**config.mk**
```make
export PLATFORM = sky130hd
export DESIGN_NAME = mult_div_unit
export DESIGN_NICKNAME = d
export VERILOG_FILES = /design/src/rtl/cpu_pkg.sv /design/src/rtl/mult_div_unit.sv
export SDC_FILE = /design/constraint.sdc
export NUM_CORES = 1
export LEC_CHECK = 0
export CAP_MARGIN = 20
export CORE_UTILIZATION = 60
export CTS_CLUSTER_SIZE = 14
export DETAILED_ROUTE_END_ITERATION = 10
export PLACE_DENSITY_LB_ADDON = 0.3
export SLEW_MARGIN = 10
export SYNTH_ARGS = -nofsm -noshare
export SYNTH_HDL_FRONTEND = slang
export SYNTH_SLANG_ARGS = --single-unit
```
**constraint.sdc**
```tcl
create_clock -name clk -period 9 [get_ports clk]
set_input_delay 1.8 -clock clk [delete_from_list [all_inputs] [get_ports clk]]
set_output_delay 1.8 -clock clk [all_outputs]
set_load 0.02 [all_outputs]
```
**src/rtl/cpu_pkg.sv**
```systemverilog
// Shared datapath definitions: operand width, multiply/divide unit states and
// the divide-by-zero exception code raised by the control FSM.
package cpu_pkg;

  localparam int unsigned WIDTH = 32;
  localparam int unsigned CNT_W = $clog2(WIDTH) + 1;

  typedef enum logic [2:0] {
    IDLE    = 3'd0,
    MUL_RUN = 3'd1,
    DIV_RUN = 3'd2,
    DIV_FIX = 3'd3,
    DONE    = 3'd4
  } md_state_t;

  localparam logic [2:0] EXC_DIV0 = 3'b010;

endpackage

```
**src/rtl/mult_div_unit.sv**
```systemverilog
// Sequential signed multiply (radix-2 Booth) / divide (restoring) unit writing
// HI/LO, one bit per cycle, with a registered done pulse and divide-by-zero flag.
module mult_div_unit
  import cpu_pkg::*;
(
  input  logic             clk,
  input  logic             reset,
  input  logic             mult_start,
  input  logic             div_start,
  input  logic [WIDTH-1:0] a,
  input  logic [WIDTH-1:0] b,
  output logic [WIDTH-1:0] hi,
  output logic [WIDTH-1:0] lo,
  output logic             mult_done,
  output logic             div_done,
  output logic             div_by_zero,
  output logic             busy
);

  localparam int unsigned RW = 2 * WIDTH + 1;

  md_state_t        state_q, state_d;
  logic [CNT_W-1:0] cnt_q, cnt_d;
  logic [RW-1:0]    work_q, work_d;
  logic [WIDTH-1:0] opnd_q, opnd_d;
  logic             sign_a_q, sign_a_d, sign_b_q, sign_b_d;
  logic             is_div_q, is_div_d, zero_q, zero_d;
  logic [WIDTH-1:0] hi_q, hi_d, lo_q, lo_d;
  logic             mult_done_q, mult_done_d, div_done_q, div_done_d;
  logic             dz_q, dz_d, busy_q, busy_d;

  logic [WIDTH:0]   booth_acc, booth_m, booth_sum;
  logic [RW-1:0]    div_shift;
  logic [WIDTH:0]   trial;
  logic [WIDTH-1:0] mag_a, mag_b, fix_q, fix_r;

  // Datapath helpers; the Booth add is one bit wider so the most negative
  // multiplicand cannot overflow the accumulator before the shift.
  always_comb begin
    booth_acc = {work_q[RW-1], work_q[RW-1:WIDTH+1]};
    booth_m   = {opnd_q[WIDTH-1], opnd_q};
    unique case (work_q[1:0])
      2'b01:   booth_sum = booth_acc + booth_m;
      2'b10:   booth_sum = booth_acc - booth_m;
      default: booth_sum = booth_acc;
    endcase
    div_shift = work_q << 1;
    trial     = div_shift[RW-1:WIDTH] - {1'b0, opnd_q};
    mag_a     = a[WIDTH-1] ? -a : a;
    mag_b     = b[WIDTH-1] ? -b : b;
    fix_q     = (sign_a_q ^ sign_b_q) ? -work_q[WIDTH-1:0] : work_q[WIDTH-1:0];
    fix_r     = sign_a_q ? -work_q[2*WIDTH-1:WIDTH] : work_q[2*WIDTH-1:WIDTH];
  end

  always_comb begin
    state_d     = state_q;
    cnt_d       = cnt_q;
    work_d      = work_q;
    opnd_d      = opnd_q;
    sign_a_d    = sign_a_q;
    sign_b_d    = sign_b_q;
    is_div_d    = is_div_q;
    zero_d      = zero_q;
    hi_d        = hi_q;
    lo_d        = lo_q;
    mult_done_d = 1'b0;
    div_done_d  = 1'b0;
    dz_d        = 1'b0;
    busy_d      = busy_q;

    unique case (state_q)
      IDLE: begin
        // busy_q still set here means this is the done cycle: starts ignored
        busy_d = 1'b0;
        if (!busy_q && mult_start) begin
          work_d   = {WIDTH'(0), a, 1'b0};
          opnd_d   = b;
          cnt_d    = CNT_W'(WIDTH);
          is_div_d = 1'b0;
          zero_d   = 1'b0;
          busy_d   = 1'b1;
          state_d  = MUL_RUN;
        end else if (!busy_q && div_start) begin
          is_div_d = 1'b1;
          busy_d   = 1'b1;
          if (b == '0) begin
            zero_d  = 1'b1;
            state_d = DONE;
          end else begin
            zero_d   = 1'b0;
            work_d   = {(WIDTH + 1)'(0), mag_a};
            opnd_d   = mag_b;
            sign_a_d = a[WIDTH-1];
            sign_b_d = b[WIDTH-1];
            cnt_d    = CNT_W'(WIDTH);
            state_d  = DIV_RUN;
          end
        end
      end
      MUL_RUN: begin
        work_d = {booth_sum, work_q[WIDTH:1]};
        cnt_d  = cnt_q - CNT_W'(1);
        if (cnt_q == CNT_W'(1)) state_d = DONE;
      end
      DIV_RUN: begin
        work_d = trial[WIDTH] ? div_shift : {trial, div_shift[WIDTH-1:1], 1'b1};
        cnt_d  = cnt_q - CNT_W'(1);
        if (cnt_q == CNT_W'(1)) state_d = DIV_FIX;
      end
      DIV_FIX: begin
        work_d  = {1'b0, fix_r, fix_q};
        state_d = DONE;
      end
      DONE: begin
        state_d = IDLE;
        if (zero_q) begin
          div_done_d = 1'b1;
          dz_d       = 1'b1;
        end else if (is_div_q) begin
          hi_d       = work_q[2*WIDTH-1:WIDTH];
          lo_d       = work_q[WIDTH-1:0];
          div_done_d = 1'b1;
        end else begin
          hi_d        = work_q[RW-1:WIDTH+1];
          lo_d        = work_q[WIDTH:1];
          mult_done_d = 1'b1;
        end
      end
      default: state_d = IDLE;
    endcase
  end

  always_ff @(posedge clk or posedge reset) begin
    if (reset) begin
      state_q     <= IDLE;
      cnt_q       <= '0;
      work_q      <= '0;
      opnd_q      <= '0;
      sign_a_q    <= 1'b0;
      sign_b_q    <= 1'b0;
      is_div_q    <= 1'b0;
      zero_q      <= 1'b0;
      hi_q        <= '0;
      lo_q        <= '0;
      mult_done_q <= 1'b0;
      div_done_q  <= 1'b0;
      dz_q        <= 1'b0;
      busy_q      <= 1'b0;
    end else begin
      state_q     <= state_d;
      cnt_q       <= cnt_d;
      work_q      <= work_d;
      opnd_q      <= opnd_d;
      sign_a_q    <= sign_a_d;
      sign_b_q    <= sign_b_d;
      is_div_q    <= is_div_d;
      zero_q      <= zero_d;
      hi_q        <= hi_d;
      lo_q        <= lo_d;
      mult_done_q <= mult_done_d;
      div_done_q  <= div_done_d;
      dz_q        <= dz_d;
      busy_q      <= busy_d;
    end
  end

  assign hi          = hi_q;
  assign lo          = lo_q;
  assign mult_done   = mult_done_q;
  assign div_done    = div_done_q;
  assign div_by_zero = dz_q;
  assign busy        = busy_q;

endmodule
```
# --- After elaboration in Yosys (flattened, before gate mapping) ---
# Cells that the tools add are included.
word_totals:
  register_bits: 178
  in_bits: 68
  output_inout_bits: 68
  wordCells: 101
op_classes:
  addsub: 8
  n_eq_ne: 15
  n_mux: 40
  n_bitwise: 4
  reduce_logical: 18
ops:
  columns: ["op", "count"]
  rows:
  - ["two-way mux 32 bit", 9]
  - ["two-way mux 65 bit", 4]
  - ["case mux 65 bit (4 select lines)", 1]
  - ["negator 32 bit", 4]
  - ["case mux 33 bit (2 select lines)", 1]
  - ["adder 32 x 32 -> 33 bit", 1]
  - ["subtractor 32 x 32 -> 33 bit", 1]
  - ["subtractor 33 x 32 -> 33 bit", 1]
  - ["logical NOT 32 bit", 1]
  - ["two-way mux 6 bit", 3]
  - ["AND reduction 4 bit", 4]
  - ["two-way mux 1 bit", 15]
  - ["two-way mux 3 bit", 5]
  - ["case mux 3 bit (4 select lines)", 1]
  - ["case mux 6 bit (2 select lines)", 1]
  - ["!= test 2 bit, second input constant", 5]
  - ["AND reduction 3 bit", 3]
  - ["equality test 3 x 2 -> 1 bit, second input constant", 2]
  - ["equality test 6 x 1 -> 1 bit, second input constant", 1]
  - ["!= test 3 bit, second input constant", 2]
  - ["subtractor 6 x 1 -> 6 bit, second input constant", 1]
  - ["AND reduction 2 bit", 2]
  - ["nonzero test 2 bit", 2]
  - ["nonzero test 4 bit", 1]
  - ["11 further kinds", 14]

# --- Logic depth before layout (Yosys ltp) ---
depth:
  ltp_word: 6
  depth_mapped: 21
  mapped_depth_nobuf: 20

# --- Worst setup path before layout ---
# No wires, ideal clock.
synth_timing:
  path_kind: "in2reg"
  startpoint: "input port b[0]"
  endpoint: "register opnd_q[19]"
  setup_time_ns: 0.133
  arrival_ns: 4.357
  required_ns: 8.867
  slack_ns: 4.510
  cell_stages: 13
  n_path_buf: 3
  path_cell_list: "inv_1 > ha_1 > or4b_2 > nor4_1 > and3_1 > a31o_2 > or2_2 > clkbuf_1 > nor2_1 > clkbuf_1 > clkbuf_1 > nand2_1 > o21ai_0"
synth_between:
  elab_chain_len: 5
  elab_cells_between_ends: 8
  classes_between: "add/sub: 1; eq/ne: 1; mux: 4; reduce/logical: 2"
synth_lines:
  columns: ["item", "line", "rtl"]
  rows:
  - ["start, declared", "mult_div_unit.sv:11", "input logic [WIDTH-1:0] b,"]
  - ["negator 32 bit", "mult_div_unit.sv:50", "mag_b = b[WIDTH-1] ? -b : b;"]
  - ["two-way mux 32 bit", "mult_div_unit.sv:50", null]
  - ["two-way mux 32 bit", "mult_div_unit.sv:86", "if (b == '0) begin"]
  - ["two-way mux 32 bit", "mult_div_unit.sv:83", "end else if (!busy_q && div_start) begin"]
  - ["two-way mux 32 bit", "mult_div_unit.sv:75", "if (!busy_q && mult_start) begin"]
  - ["end signal, assigned", "mult_div_unit.sv:153", "opnd_q <= opnd_d;"]
  - ["end, declared", "mult_div_unit.sv:25", "logic [WIDTH-1:0] opnd_q, opnd_d;"]
# Parallel ways exist; a longest one is shown, timed or not. The select of a mux whose other input is x is not followed.
# A chain may end at the register's enable or synchronous reset.

# --- Worst setup path after layout ---
layout_timing:
  startpoint: "register work_q[31]"
  endpoint: "register work_q[58]"
layout_between:
  elab_chain_len: 3
layout_lines:
  columns: ["item", "line", "rtl"]
  rows:
  - ["start, declared", "mult_div_unit.sv:24", "logic [RW-1:0] work_q, work_d;"]
  - ["start signal, assigned", "mult_div_unit.sv:152", "work_q <= work_d;"]
  - ["subtractor 33 x 32 -> 33 bit", "mult_div_unit.sv:48", "trial = div_shift[RW-1:WIDTH] - {1'b0, opnd_q};"]
  - ["two-way mux 65 bit", "mult_div_unit.sv:106", "work_d = trial[WIDTH] ? div_shift : {trial, div_shift[WIDTH-1:1], 1'b1};"]
  - ["case mux 65 bit (4 select lines)", "mult_div_unit.sv:71", "unique case (state_q)"]
# No other way between the ends.

==> results.json <==
{
  "run_status": "complete, no violations",
  "insertedDiodeCount": 0,
  "timing.final.setup_violations": 0,
  "io_pins": 136,
  "rr_worst_depth": 20,
  "final.period_utilization": 0.628,
  "clk_slew_on_worst_s_h_paths_ns": 0.08,
  "detailed_place_hpwl_um": 36700,
  "max_clock_freq_mhz": 177,
  "grt_first_pass_wirelength_um": 79400,
  "ctsRootBufferMaster": "sky130_fd_sc_hd__clkbuf_16",
  "clk_path_buf_depth": 2,
  "power_mw": 8.54,
  "htreeDepth": 4,
  "critical_path_peak_fanout": 21,
  "worst_supply_voltage_drop_on_vdd_mv": 0.366,
  "detail-route-antenna-nets": 0,
  "critical_path.endpoint_type": "flop",
  "globalRoute.totalOverflow": 0,
  "synth_flop_cell": "sky130_fd_sc_hd__dfrtp_1",
  "cts_tree": "built",
  "avgViaCountPerCell": 6.78,
  "finalWeightedCongestion": 0.992,
  "synth_area_leader_cell": "sky130_fd_sc_hd__dfrtp_1",
  "routed_wire_length_per_instance_um": 21.0,
  "vias": 16500,
  "critPathRequiredTime_ns": 9.31,
  "count_of_mapped_cells_out_of_synthesis": 2053,
  "synthArstFlopShare": 1.00,
  "grt_start_max_net_pins": 105,
  "dr.first_iter.drc_count": 2011,
  "final_layout_size_suffix_gt1_frac": 0.0478,
  "swShare": 0.533,
  "placement.cell_area_um2": 17200,
  "number_of_enable_type_register_cells_in_the_synthesized_netlist": 0,
  "antenna_found_initial": 1,
  "floorplan.die_area_um2": 27100,
  "seqPwrFrac": 0.212,
  "rsz0062_at_grt": "no",
  "cap_viol_max_count": 0,
  "arrival_ns": 5.96,
  "die_w_um": 165,
  "numCtsBuffers": 17,
  "p_int_mw": 3.99,
  "total_global_routing_track_utilization": 0.375,
  "hold_depth": 2,
  "synth.cell_area_um2": 15900,
  "fin_util": 0.690,
  "routed_wl_um": 50800,
  "die_height_um": 165,
  "clockPowerShare": 0.092,
  "synth_top_cells_by_area": "sky130_fd_sc_hd__dfrtp_1 28%, sky130_fd_sc_hd__a21oi_1 6.4%, sky130_fd_sc_hd__o21ai_0 6.1%",
  "postCtsHoldBufs": 0,
  "yosys_reg_bits": 178,
  "yosys_warnings": 0,
  "drt_drc_violations_left": 0,
  "worst_slew_pin_slew_ns": 1.01,
  "synth.avg_cell_area_um2": 7.74,
  "synth_seq_area_share": 0.280,
  "post_cts_buffers": 0,
  "post_cts_resized": 0,
  "core_region_area_um2": 26000,
  "max-slew-margin-rel": 0.324,
  "clk_latency_ns": 0.45,
  "final_net_count": 2221,
  "synth_top_area_share": 0.280,
  "rows": 59,
  "net-switching-power_mw": 4.55,
  "netlist-cell-type-count": 79,
  "start_util": 0.611,
  "timing.final.crit_period_ns": 5.65,
  "power_per_cell_area_nw_per_um2": 476,
  "cp-start-kind": "flop",
  "cts_num_sinks": 178,
  "min_path_type": "reg -> reg",
  "final.fill_count": 2132,
  "finalMaxSlewViolations": 0,
  "setup.worst_path.class": "reg -> reg",
  "io_buffers": 135,
  "final_design_area_no_fill_um2": 17900,
  "grt_pass1_vias": 14600,
  "p_comb_frac": 0.695,
  "power.leakage_nw": 7.38,
  "mappedNetlistNets": 2196,
  "finalHoldViolCount": 0,
  "areaGrowthSynthToFinish_pct": 12.9,
  "timing.clock.skew_ns": 0.0175,
  "finalSetupTns_ns": 0,
  "firstDrtPassIters": 9
}
state kept, by name (all words and copies together) (netlist names):
signal	count
lo	32
sign_b_q	1
div_done	1
busy	1
sign_a_q	1
state_q	3
mult_done	1
hi	32
zero_q	1
cnt_q	6
opnd_q	32
div_by_zero	1
is_div_q	1
work_q	65
power groups by stage:
stage | Sequential [mW] | Combinational [mW] | Clock [mW]
2_1_floorplan | 1.62 | 4.29 | 0
3_3_place_gp | 1.84 | 5.54 | 0
3_5_place_dp | 1.85 | 5.67 | 0
4_1_cts | 1.84 | 5.72 | 0.785
5_1_grt | 1.86 | 6.45 | 0.822
6_report | 1.81 | 5.94 | 0.788
stage by stage:
stage | worst slack, ns | hold WS (ns) | cells
floorplan | 2.37 | 0.450 | 2053
global placement | 3.08 | 0.466 | 2391
detailed placement | 2.89 | 0.474 | 2391
CTS | 3.35 | 0.492 | 2423
global route | 3.20 | 0.509 | 2426
finish | 3.35 | 0.491 | 2426
cells in the mapped netlist (6+ instances only):
library cell	instances
sky130_fd_sc_hd__nand3b_1	6
sky130_fd_sc_hd__a31oi_1	28
sky130_fd_sc_hd__mux2i_1	91
sky130_fd_sc_hd__buf_1	15
sky130_fd_sc_hd__nor4_1	21
sky130_fd_sc_hd__a221oi_1	13
sky130_fd_sc_hd__nor2b_1	15
sky130_fd_sc_hd__or3_1	16
sky130_fd_sc_hd__o21a_1	7
sky130_fd_sc_hd__clkbuf_1	128
sky130_fd_sc_hd__nor3_1	57
sky130_fd_sc_hd__o22ai_1	16
sky130_fd_sc_hd__nand3_1	33
sky130_fd_sc_hd__a222oi_1	20
sky130_fd_sc_hd__nor2_1	221
sky130_fd_sc_hd__or2_2	10
sky130_fd_sc_hd__a311oi_1	8
sky130_fd_sc_hd__nand2b_1	20
sky130_fd_sc_hd__a31o_2	8
sky130_fd_sc_hd__a21o_1	24
sky130_fd_sc_hd__o41ai_1	11
sky130_fd_sc_hd__a211oi_1	15
sky130_fd_sc_hd__nand2_1	174
sky130_fd_sc_hd__a22oi_1	12
sky130_fd_sc_hd__o31ai_1	23
sky130_fd_sc_hd__a21oi_1	203
sky130_fd_sc_hd__and2_1	12
sky130_fd_sc_hd__xor2_1	48
sky130_fd_sc_hd__and3_1	17
sky130_fd_sc_hd__a22o_1	9
sky130_fd_sc_hd__or4_1	16
sky130_fd_sc_hd__ha_1	73
sky130_fd_sc_hd__mux2_2	11
sky130_fd_sc_hd__o221ai_1	6
sky130_fd_sc_hd__o21bai_1	7
sky130_fd_sc_hd__inv_1	73
sky130_fd_sc_hd__dfrtp_1	178
sky130_fd_sc_hd__o21ai_0	194
sky130_fd_sc_hd__o211ai_1	27
sky130_fd_sc_hd__xnor2_1	86
sky130_fd_sc_hd__and4_1	7
sky130_fd_sc_hd__nand4_1	11
final timing paths:
check	start	end	slack, ns
worst max-delay path	work_q[31]	work_q[58]	3.35
worst min-delay path	opnd_q[21]	opnd_q[21]	0.49
worst max register to register	work_q[31]	work_q[58]	3.35
worst min register to register	opnd_q[21]	opnd_q[21]	0.49
max in group asynchronous	reset	opnd_q[9]	5.93
min in group asynchronous	reset	lo[10]	1.75
placed cells by master, fill, tap and decap left out, types with 27 or more instances in the layout:
master                              n
sky130_fd_sc_hd__nor2_1           218
sky130_fd_sc_hd__a21oi_1          203
sky130_fd_sc_hd__o21ai_0          194
sky130_fd_sc_hd__dfrtp_1          177
sky130_fd_sc_hd__nand2_1          173
sky130_fd_sc_hd__clkdlybuf4s50_1  135
sky130_fd_sc_hd__mux2i_1           91
sky130_fd_sc_hd__xnor2_1           86
sky130_fd_sc_hd__ha_1              73
sky130_fd_sc_hd__inv_1             72
sky130_fd_sc_hd__nor3_1            57
sky130_fd_sc_hd__xor2_1            48
sky130_fd_sc_hd__nand3_1           33
sky130_fd_sc_hd__a31oi_1           28
sky130_fd_sc_hd__o211ai_1          27
critical path, cell delays in order, from the launching register on:
cell	delay [ns]
sky130_fd_sc_hd__dfrtp_1	0.46
sky130_fd_sc_hd__inv_1	0.13
sky130_fd_sc_hd__ha_1	0.18
sky130_fd_sc_hd__inv_1	0.06
sky130_fd_sc_hd__fa_1	0.40
sky130_fd_sc_hd__a21oi_1	0.24
sky130_fd_sc_hd__o211ai_1	0.22
sky130_fd_sc_hd__a211oi_1	0.51
sky130_fd_sc_hd__nor3_1	0.20
sky130_fd_sc_hd__o2111ai_1	0.52
sky130_fd_sc_hd__nor3_1	0.19
sky130_fd_sc_hd__o211ai_1	0.21
sky130_fd_sc_hd__nand2_1	0.15
sky130_fd_sc_hd__ha_1	0.32
sky130_fd_sc_hd__buf_4	0.25
sky130_fd_sc_hd__nand2_1	0.46
sky130_fd_sc_hd__nor3_1	0.10
sky130_fd_sc_hd__a221oi_1	0.22
sky130_fd_sc_hd__o211ai_1	0.15
sky130_fd_sc_hd__a221oi_1	0.41
sky130_fd_sc_hd__o21ai_0	0.13
metal layers:
layer,track usage,vias to the layer above,routed length (um)
met5,0,-,18
met4,0.125,2,1370
met1,0.536,7828,22000
li1,-,7589,-
met2,0.565,931,22200
met3,0.0743,110,5250
layout make-up:
| type | count | area [um^2] | area share |
|---|---|---|---|
| inverters | 74 | 283 | 0.0158 |
| clock buffers | 17 | 425 | 0.0237 |
| repair buffers | 157 | 1560 | 0.0870 |
| flip-flops and latches | 178 | 4460 | 0.249 |
| well taps | 335 | 419 | 0.0234 |
| multi-input cells | 1650 | 10600 | 0.590 |
| clock inverters | 15 | 203 | 0.0113 |
kinds of logic after synthesis:
logic type | count (synthesis) | synth area share
AOI/OAI and AO/OA | 688 | 0.273
and+or+nand+nor | 651 | 0.193
buffers and inverters | 225 | 0.0546
DFF | 178 | 0.280
xor gates and xnor gates | 134 | 0.0739
muxes | 102 | 0.0651
adders and majority gates | 75 | 0.0600
(Power assumes the default switching activity.)
